## config.mk

```make
export PLATFORM = sky130hd
export DESIGN_NAME = aes192_stream_ctrl_flat
export DESIGN_NICKNAME = d
export VERILOG_FILES = /design/src/rtl/aes192_stream_ctrl_pkg.sv /design/src/rtl/aes192_stream_ctrl_if.sv /design/src/rtl/aes192_stream_ctrl_obuf.sv /design/src/rtl/aes192_stream_ctrl.sv /design/src/flat_wrapper.sv
export SDC_FILE = /design/constraint.sdc
export NUM_CORES = 1
export LEC_CHECK = 0
export BUFFER_PORTS_ARGS = -buffer_cell sky130_fd_sc_hd__buf_2
export CAP_MARGIN = 10
export CORE_AREA = 8 8 358 360
export DETAILED_ROUTE_END_ITERATION = 6
export DIE_AREA = 0 0 366 368
export HOLD_SLACK_MARGIN = 0.06
export PLACE_DENSITY = 0.36
export SLEW_MARGIN = 20
export SYNTH_ARGS = -nofsm -noshare
export SYNTH_HDL_FRONTEND = slang
export SYNTH_SLANG_ARGS = --single-unit
export TNS_END_PERCENT = 20
```

## constraint.sdc

```tcl
create_clock -name clk -period 7.7 [get_ports clk]
set_input_delay 0.385 -clock clk [delete_from_list [all_inputs] [get_ports clk]]
set_output_delay 0.385 -clock clk [all_outputs]
set_load 0.01 [all_outputs]
```

## src/rtl/aes192_stream_ctrl_pkg.sv

```systemverilog
// Shared constants and helpers for the AES-192 stream controller.
package aes_ctrl_pkg;

    localparam int AES192_LAT = 13;
    localparam int BLK_W      = 128;
    localparam int KEY_W      = 192;
    localparam int INFL_W     = 5;
    localparam int CNT_W      = 32;

    function automatic int obuf_cnt_w(input int depth);
        return $clog2(depth + 1);
    endfunction

endpackage

```

## src/rtl/aes192_stream_ctrl_if.sv

```systemverilog
// Stream, core and status signals of the AES-192 controller.
// Tag fields exist only when AES192_CTRL_TAG_EN is defined.
interface aes192_stream_ctrl_if #(
    parameter int TAG_W = 8
);
    import aes_ctrl_pkg::*;

    logic              in_valid;
    logic              in_ready;
    logic [BLK_W-1:0]  in_data;
    logic [KEY_W-1:0]  in_key;
    logic              core_en;
    logic [BLK_W-1:0]  core_state;
    logic [KEY_W-1:0]  core_key;
    logic [BLK_W-1:0]  core_out;
    logic              out_valid;
    logic              out_ready;
    logic [BLK_W-1:0]  out_data;
    logic [INFL_W-1:0] inflight;
    logic [CNT_W-1:0]  blk_cnt;
`ifdef AES192_CTRL_TAG_EN
    logic [TAG_W-1:0]  in_tag;
    logic [TAG_W-1:0]  out_tag;
`endif

    modport master (
        output in_valid, in_data, in_key, core_out, out_ready,
`ifdef AES192_CTRL_TAG_EN
        output in_tag,
        input  out_tag,
`endif
        input  in_ready, core_en, core_state, core_key,
        input  out_valid, out_data, inflight, blk_cnt
    );

    modport slave (
        input  in_valid, in_data, in_key, core_out, out_ready,
`ifdef AES192_CTRL_TAG_EN
        input  in_tag,
        output out_tag,
`endif
        output in_ready, core_en, core_state, core_key,
        output out_valid, out_data, inflight, blk_cnt
    );

endinterface

```

## src/rtl/aes192_stream_ctrl_obuf.sv

```systemverilog
// Small synchronous FIFO holding finished ciphertext (and tag).
module aes_ctrl_obuf
    import aes_ctrl_pkg::*;
#(
    parameter int DEPTH = 2,
    parameter int W     = 128
) (
    input  logic                         clk,
    input  logic                         rst,
    input  logic                         push_i,
    input  logic                         pop_i,
    input  logic [W-1:0]                 data_i,
    output logic [W-1:0]                 data_o,
    output logic                         full_o,
    output logic                         empty_o,
    output logic [obuf_cnt_w(DEPTH)-1:0] count_o
);
    localparam int AW = $clog2(DEPTH);
    localparam int CW = obuf_cnt_w(DEPTH);

    logic [W-1:0]  mem_q [DEPTH];
    logic [AW-1:0] wr_q, wr_d, rd_q, rd_d;
    logic [CW-1:0] cnt_q, cnt_d;
    logic          do_push, do_pop;

    assign full_o  = (cnt_q == CW'(DEPTH));
    assign empty_o = (cnt_q == '0);
    assign do_push = push_i && !full_o;
    assign do_pop  = pop_i && !empty_o;

    always_comb begin
        wr_d  = wr_q;
        rd_d  = rd_q;
        cnt_d = cnt_q;
        if (do_push) wr_d = wr_q + AW'(1);
        if (do_pop)  rd_d = rd_q + AW'(1);
        unique case ({do_push, do_pop})
            2'b10:   cnt_d = cnt_q + CW'(1);
            2'b01:   cnt_d = cnt_q - CW'(1);
            default: ;
        endcase
    end

    always_ff @(posedge clk) begin
        if (rst) begin
            wr_q  <= '0;
            rd_q  <= '0;
            cnt_q <= '0;
        end else begin
            wr_q  <= wr_d;
            rd_q  <= rd_d;
            cnt_q <= cnt_d;
        end
    end

    // Storage needs no reset; occupancy is tracked by cnt_q.
    always_ff @(posedge clk) begin
        if (do_push) mem_q[wr_q] <= data_i;
    end

    assign data_o  = mem_q[rd_q];
    assign count_o = cnt_q;

endmodule

```

## src/rtl/aes192_stream_ctrl.sv

```systemverilog
// Valid/ready stream wrapper around the 13-stage pipelined AES-192 core.
// Define AES192_CTRL_TAG_EN to carry a TAG_W sideband tag with each block.
module aes192_stream_ctrl
    import aes_ctrl_pkg::*;
#(
    parameter int LAT        = AES192_LAT,
    parameter int OBUF_DEPTH = 2,
    parameter int TAG_W      = 8
) (
    input  logic                clk,
    input  logic                rst,
    aes192_stream_ctrl_if.slave bus
);
`ifdef AES192_CTRL_TAG_EN
    localparam int FW = BLK_W + TAG_W;
`else
    localparam int FW = BLK_W;
`endif
    localparam int CW = obuf_cnt_w(OBUF_DEPTH);

    logic [LAT-1:0]   vld_q, vld_d;
    logic [CNT_W-1:0] blk_cnt_q, blk_cnt_d;
    logic             en, push, pop, full, empty;
    logic [CW-1:0]    cnt;
    logic [FW-1:0]    push_data, head;

    // Stall only when a finished block has nowhere to go; full is pre-pop.
    assign en   = !(vld_q[LAT-1] && full);
    assign push = en && vld_q[LAT-1];
    assign pop  = !empty && bus.out_ready;

    always_comb begin
        vld_d     = vld_q;
        blk_cnt_d = blk_cnt_q;
        if (en)  vld_d     = {vld_q[LAT-2:0], bus.in_valid};
        if (pop) blk_cnt_d = blk_cnt_q + 32'd1;
    end

    always_ff @(posedge clk) begin
        if (rst) begin
            vld_q     <= '0;
            blk_cnt_q <= '0;
        end else begin
            vld_q     <= vld_d;
            blk_cnt_q <= blk_cnt_d;
        end
    end

`ifdef AES192_CTRL_TAG_EN
    logic [TAG_W-1:0] tag_q [LAT];

    always_ff @(posedge clk) begin
        if (en) begin
            tag_q[0] <= bus.in_tag;
            for (int i = 1; i < LAT; i++) tag_q[i] <= tag_q[i-1];
        end
    end

    assign push_data    = {bus.core_out, tag_q[LAT-1]};
    assign bus.out_data = head[FW-1 -: BLK_W];
    assign bus.out_tag  = head[TAG_W-1:0];
`else
    assign push_data    = bus.core_out;
    assign bus.out_data = head;
`endif

    aes_ctrl_obuf #(
        .DEPTH (OBUF_DEPTH),
        .W     (FW)
    ) u_obuf (
        .clk     (clk),
        .rst     (rst),
        .push_i  (push),
        .pop_i   (pop),
        .data_i  (push_data),
        .data_o  (head),
        .full_o  (full),
        .empty_o (empty),
        .count_o (cnt)
    );

    assign bus.in_ready   = en;
    assign bus.core_en    = en;
    assign bus.core_state = bus.in_data;
    assign bus.core_key   = bus.in_key;
    assign bus.out_valid  = !empty;
    assign bus.blk_cnt    = blk_cnt_q;
    assign bus.inflight   = INFL_W'($countones(vld_q)) + INFL_W'(cnt);

endmodule
```

## src/flat_wrapper.sv

```systemverilog
// flat-port wrapper written by rule: the top's interface ports become plain ports
module aes192_stream_ctrl_flat import aes_ctrl_pkg::*;
#(
    parameter int LAT        = AES192_LAT,
    parameter int OBUF_DEPTH = 2,
    parameter int TAG_W      = 8
)
  (clk, rst, bus_in_valid, bus_in_data, bus_in_key, bus_core_out, bus_out_ready, bus_in_ready, bus_core_en, bus_core_state, bus_core_key, bus_out_valid, bus_out_data, bus_inflight, bus_blk_cnt);
  aes192_stream_ctrl_if #(.TAG_W(TAG_W)) bus_i ();
  input  logic clk;
  input  logic rst;
  input wire logic [$bits(bus_i.in_valid)-1:0] bus_in_valid;
  input wire logic [$bits(bus_i.in_data)-1:0] bus_in_data;
  input wire logic [$bits(bus_i.in_key)-1:0] bus_in_key;
  input wire logic [$bits(bus_i.core_out)-1:0] bus_core_out;
  input wire logic [$bits(bus_i.out_ready)-1:0] bus_out_ready;
  output wire logic [$bits(bus_i.in_ready)-1:0] bus_in_ready;
  output wire logic [$bits(bus_i.core_en)-1:0] bus_core_en;
  output wire logic [$bits(bus_i.core_state)-1:0] bus_core_state;
  output wire logic [$bits(bus_i.core_key)-1:0] bus_core_key;
  output wire logic [$bits(bus_i.out_valid)-1:0] bus_out_valid;
  output wire logic [$bits(bus_i.out_data)-1:0] bus_out_data;
  output wire logic [$bits(bus_i.inflight)-1:0] bus_inflight;
  output wire logic [$bits(bus_i.blk_cnt)-1:0] bus_blk_cnt;
  assign bus_i.in_valid = bus_in_valid;
  assign bus_i.in_data = bus_in_data;
  assign bus_i.in_key = bus_in_key;
  assign bus_i.core_out = bus_core_out;
  assign bus_i.out_ready = bus_out_ready;
  assign bus_in_ready = bus_i.in_ready;
  assign bus_core_en = bus_i.core_en;
  assign bus_core_state = bus_i.core_state;
  assign bus_core_key = bus_i.core_key;
  assign bus_out_valid = bus_i.out_valid;
  assign bus_out_data = bus_i.out_data;
  assign bus_inflight = bus_i.inflight;
  assign bus_blk_cnt = bus_i.blk_cnt;
  aes192_stream_ctrl #(.LAT(LAT), .OBUF_DEPTH(OBUF_DEPTH), .TAG_W(TAG_W)) u_core (.clk(clk), .rst(rst), .bus(bus_i));
endmodule
```

Word-level counts from Yosys, hierarchy flattened
Memory sizes are Yosys's and may differ from the RTL's. A register that Yosys moved wholly into a read port is not among the register bits.
Cells that the tools add are included.

storage, ports and cells
  register bits = 49
  bits in latches = 0
  memory bits (writable) = 256
  ROM bits = 0
  bits of input ports = 452
  logic and storage cells = 42
  memories kept = 1

cells by class
  add/sub/neg operators = 18
  multipliers = 0
  divide/modulo/power cells = 0
  order comparisons = 0
  eq/ne operators = 3
  shift-type cells = 0
  mux-type cells = 5
  bitwise operators = 0
  reductions and logical operators = 10

memories
  name                 depth  bits a word  rd ports  clocked after memory_dff  write ports  line                           text
  u_core.u_obuf.mem_q  2      128          1         1                         1            aes192_stream_ctrl_obuf.sv:21  logic [W-1:0] mem_q [DEPTH];

operators with widths
  kind                                                                    count
  32-bit by 1-bit adder with 32-bit output (second input constant)        1
  5-bit adder                                                             5
  1-bit by 1-bit adder with 2-bit output                                  6
  5-bit by 1-bit adder with 5-bit output                                  1
  5-bit by 2-bit adder with 5-bit output                                  1
  1-bit logical AND                                                       5
  2-bit equality test (second input constant)                             2
  1-bit 2-to-1 mux                                                        4
  2-bit case mux with 2 select lines                                      1
  1-bit zero test                                                         3
  1-bit adder (second input constant)                                     2
  2-bit by 1-bit adder with 2-bit output (second input constant)          1
  2-bit by 1-bit equality test with 1-bit output (second input constant)  1
  2-bit zero test                                                         1
  2-bit nonzero test                                                      1
  2-bit by 1-bit subtractor with 2-bit output (second input constant)     1

Logic depth before layout (Yosys ltp)
  depth in word-level cells = 7
  mapped depth = 12

Modules after synthesis
From an unflattened synthesis, not the netlist that was laid out.

second synthesis, totals
  cell total of the unflattened synthesis = 998
  area total of the unflattened synthesis = 14059.7 sq um

by module, submodules not included
  module              instances  cells each  area each (sq um)  sequential area each (sq um)
  aes_ctrl_obuf       1          424         9422.8             7787.5
  aes192_stream_ctrl  1          574         4636.9             900.9

Worst setup path before layout
Ideal clock, no wire load.

  path kind = reg-to-reg
  start = reg u_core.u_obuf.cnt_q[0] (netlist: u_core.u_obuf.count_o[0])
  end = mem u_core.u_obuf.mem_q[0][0], enable pin
  data arrival time = 5990 ps
  required time = 7083 ps
  setup slack = 1093 ps
  cell stages (with the launch flop) = 5
  path buffers = 1
  period minus slack after synthesis = 6607 ps
  cell sequence = dfxtp_1 -> buf_4 -> nand2b_1 -> nand2_1 -> nor2_1

on the way
  word-level cells in the longest chain between the ends = 7
  elaborated cells between the ends (all ways) = 8
  classes of those cells = eq/ne: 1; mux: 2; reduce/logical: 5

RTL lines
  what                                        line                           text
  start, declared                             aes192_stream_ctrl_obuf.sv:23  logic [CW-1:0] cnt_q, cnt_d;
  start signal, assigned                      aes192_stream_ctrl_obuf.sv:52  cnt_q <= cnt_d;
  2-bit equality test (*)                     aes192_stream_ctrl_obuf.sv:26  assign full_o = (cnt_q == CW'(DEPTH));
  1-bit logical AND                           aes192_stream_ctrl.sv:28       assign en = !(vld_q[LAT-1] && full);
  1-bit zero test                             aes192_stream_ctrl.sv:28
  1-bit logical AND                           aes192_stream_ctrl.sv:29       assign push = en && vld_q[LAT-1];
  1-bit logical AND (*)                       aes192_stream_ctrl_obuf.sv:28  assign do_push = push_i && !full_o;
  1-bit 2-to-1 mux (*)                        aes192_stream_ctrl_obuf.sv:58  if (do_push) mem_q[wr_q] <= data_i;
  1-bit 2-to-1 mux (not written as such) (*)  aes192_stream_ctrl_obuf.sv:58
  end, declared                               aes192_stream_ctrl_obuf.sv:21

Mark *: on every way between the ends. The rest lies on a longest branch, timed or not.

Worst setup path after layout
  start = reg u_core.u_obuf.cnt_q[1] (netlist: u_core.u_obuf.count_o[1])
  end = out bus_inflight[3]

on the way
  word-level cells in the longest chain between the ends = 1

RTL lines
  what                                    line                      text
  5-bit by 2-bit adder with 5-bit output  aes192_stream_ctrl.sv:88  assign bus.inflight = INFL_W'($countones(vld_q)) + INFL_W'(cnt);
  end, declared                           flat_wrapper.sv:23        output wire logic [$bits(bus_i.inflight)-1:0] bus_inflight;

No other way between the ends.

==> impl_metrics.json <==
{
  "status": "finished, final reports clean",
  "synth_flop_cell": "edfxtp_1",
  "syn_nets": 1506,
  "synth_top_area_share": 0.539,
  "period_share": 0.560,
  "multi_input_area_sq_mm": 0.00292,
  "die_y_microns": 368,
  "synth_cell_types": 39,
  "setup_tns_ns": 0,
  "grt_pass1_wl_microns": 77900,
  "dp_slack_ns": 3.94,
  "setup_ws_ns": 3.38,
  "max_cap_viol_count": 0,
  "routedWlPerCell_microns": 20.6,
  "setup_viol": 0,
  "grt_antenna_before_repair": 6,
  "grt_pass1_vias": 8982,
  "period_needed_ns": 4.32,
  "synth_top_area_cell": "edfxtp_1",
  "initial_core_util": 0.116,
  "grt_max_degree": 129,
  "rsz0062_at_grt": "no",
  "rows": 129,
  "area_growth_syn_to_layout_pct": 25.3,
  "cts_buffer_depth": 3,
  "timing.final.max_slew_violations": 0,
  "yosys_warnings": 0,
  "avgSynthCellArea_sq_um": 13.8,
  "h-tree-depth": 2,
  "hold_buffers": 128,
  "clockRootBuffer": "clkbuf_16",
  "vias": 8461,
  "detail-route-antenna-nets": 0,
  "syn_inst": 1033,
  "fmax_mhz": 232,
  "wl_microns": 58100,
  "cts_setup_buffers": 0,
  "leakagePower_uw": 0.00604,
  "skew_ns": 0.0103,
  "cp_data_required_time_ns": 7.32,
  "vdd_drop_max_v": 0.000149,
  "final_common_cell": "buf_2",
  "regArea_sq_mm": 0.00869,
  "synthesis.area_sq_mm": 0.0143,
  "nNetsFinal": 1627,
  "tightestPinTransition_ns": 0.955,
  "yosysSeqAreaShare": 0.609,
  "slowest_delay_ns": 0.58,
  "final_cell_mix": "buf_2, edfxtp_1, mux2_2, dlygate4sd3_1, dfxtp_1",
  "ys_top_cells_by_area": "edfxtp_1, buf_4, mux2_2, dfxtp_1, fa_1",
  "cp_common_cell": "inv_1",
  "async_flop_share": 0,
  "crit_chain": "inv_1, fa_1, inv_1, fa_1, inv_1, fa_1, inv_1, ha_1, a21o_1, a21oi_1, xnor2_1, buf_2",
  "path_delay_family": "adder cells",
  "crit_path_max_fanout": 8,
  "clk_pin_slew_ns": 0.06,
  "dieArea_sq_mm": 0.135,
  "cts.sinks": 306,
  "finalHoldViolations": 0,
  "cp_num_buf_inv": 5,
  "drt_iter0_drc": 353,
  "ys_seq_elements": 306,
  "cp_slowest_cell": "fa_1",
  "arrival_ns": 3.93,
  "cts.repair.resized": 0,
  "r2r_slack_ns": 5.04,
  "relSlewSlack": 0.363,
  "port_buffers": 299,
  "overflow": 0,
  "start_kind": "flip-flop",
  "cts_tree": "yes",
  "core_area_sq_mm": 0.123,
  "gp_congestion": 0.719,
  "cts_made_buffers": 39,
  "hold_path_class": "primary input to flip-flop",
  "drt_pre_antenna_iters": 4,
  "layout-drive-gt1-share": 0.418,
  "synth_edf_count": 256,
  "grtUsageTotal": 0.0817,
  "power_density_mw_per_mm2": 204,
  "viasPerCell": 2.99,
  "die_w_microns": 366,
  "drc": 0,
  "dp_hpwl_microns": 45100,
  "critPathCaptureType": "output port",
  "critical_path_class": "flip-flop to output port",
  "pin_count": 940,
  "clock_latency_ns": 0.57,
  "nFillCells": 13700
}
## cell families after synthesis
| kind of cell | count (synthesis) | share of synthesized area |
|---|---|---|
| and+or+nand+nor | 114 | 0.0413 |
| DFF | 306 | 0.609 |
| AOI/OAI and AO/OA | 61 | 0.0262 |
| muxes | 130 | 0.103 |
| xor gates and xnor gates | 16 | 0.00983 |
| buffers and inverters | 385 | 0.187 |
| adders and majority gates | 21 | 0.0237 |
## routing by layer
| metal | up-vias | global-route usage | wire [microns] |
|---|---|---|---|
| li1 | 3595 | - | - |
| met1 | 3952 | 0.0888 | 22200 |
| met2 | 771 | 0.0958 | 20100 |
| met3 | 123 | 0.0952 | 13700 |
| met4 | 20 | 0.0210 | 1340 |
| met5 | - | 0.0406 | 754 |
## worst paths after layout
kind	endpoint	start	cells past startpoint
max reg2reg	u_core.u_obuf.mem_q[1][2]$_DFFE_PP_	u_core.u_obuf.count_o[0]$_SDFFE_PP0P_	3
max	bus_inflight[3]	u_core.u_obuf.count_o[1]$_SDFFE_PP0P_	12
min	u_core.vld_q[0]$_SDFFE_PP0N_	bus_in_valid	3
min reg2reg	u_core.vld_q[3]$_SDFFE_PP0N_	u_core.vld_q[3]$_SDFFE_PP0N_	2
## worst reg2reg max path, delay by kind of cell (launching register included)
family / cells / cell delay (ns)
AND/OR/NAND/NOR: 2 / 0.85
flip-flops: 1 / 0.53
buffers and inverters: 1 / 0.78
## metrics by stage
stage | power [uW] | std cells | instance area (sq um) | utilization | hold WS, ns
global route | 3810 | 2823 | 17800 | 0.145 | 0.323
finish | 3650 | 2827 | 17900 | 0.146 | 0.269
global placement | 1880 | 2622 | 15300 | 0.125 | 0.460
detailed placement | 1890 | 2622 | 15300 | 0.125 | 0.465
CTS | 3750 | 2822 | 17800 | 0.145 | 0.319
floorplan | 2010 | 1033 | 14300 | - | 0.449
## report_power, final
group / internal, uW / switching, uW / total [uW] / leakage, uW
sequential: 1790 / 0.663 / 1790 / 0.00270
combinational: 70.2 / 44.3 / 115 / 0.00275
clock: 1000 / 737 / 1740 / 0.000585
## synthesized netlist by cell type, types with 5 or more instances
library cell and number:
buf_4 322, edfxtp_1 256, mux2_2 128, dfxtp_1 50, nand2_1 37, a21oi_1 34
inv_1 31, clkbuf_1 28, nor2_1 21, o31ai_1 17, or4_1 16, xnor2_1 12
ha_1 11, fa_1 10, nand4_1 9, nand3_1 7, or3_1 6, nor4_1 5
## area by class of cell
class,instances,share of cell area
inverter,31,0.00652
sequential,306,0.487
tap,1637,0.115
timing repair buffer,434,0.159
clock buffer,53,0.0587
clock inverter,19,0.00995
multi-input combinational,342,0.163
antenna,5,0.000701
## registers in the layout, indices dropped and copies added, names as in the netlist, named ones only
signal,cells
u_core.u_obuf.mem_q,256
u_core.bus.blk_cnt,32
u_core.vld_q,13
u_core.u_obuf.count_o,2
u_core.u_obuf.rd_q,1
u_core.u_obuf.wr_q,1
No activity file was read; power rests on OpenSTA's default activity.
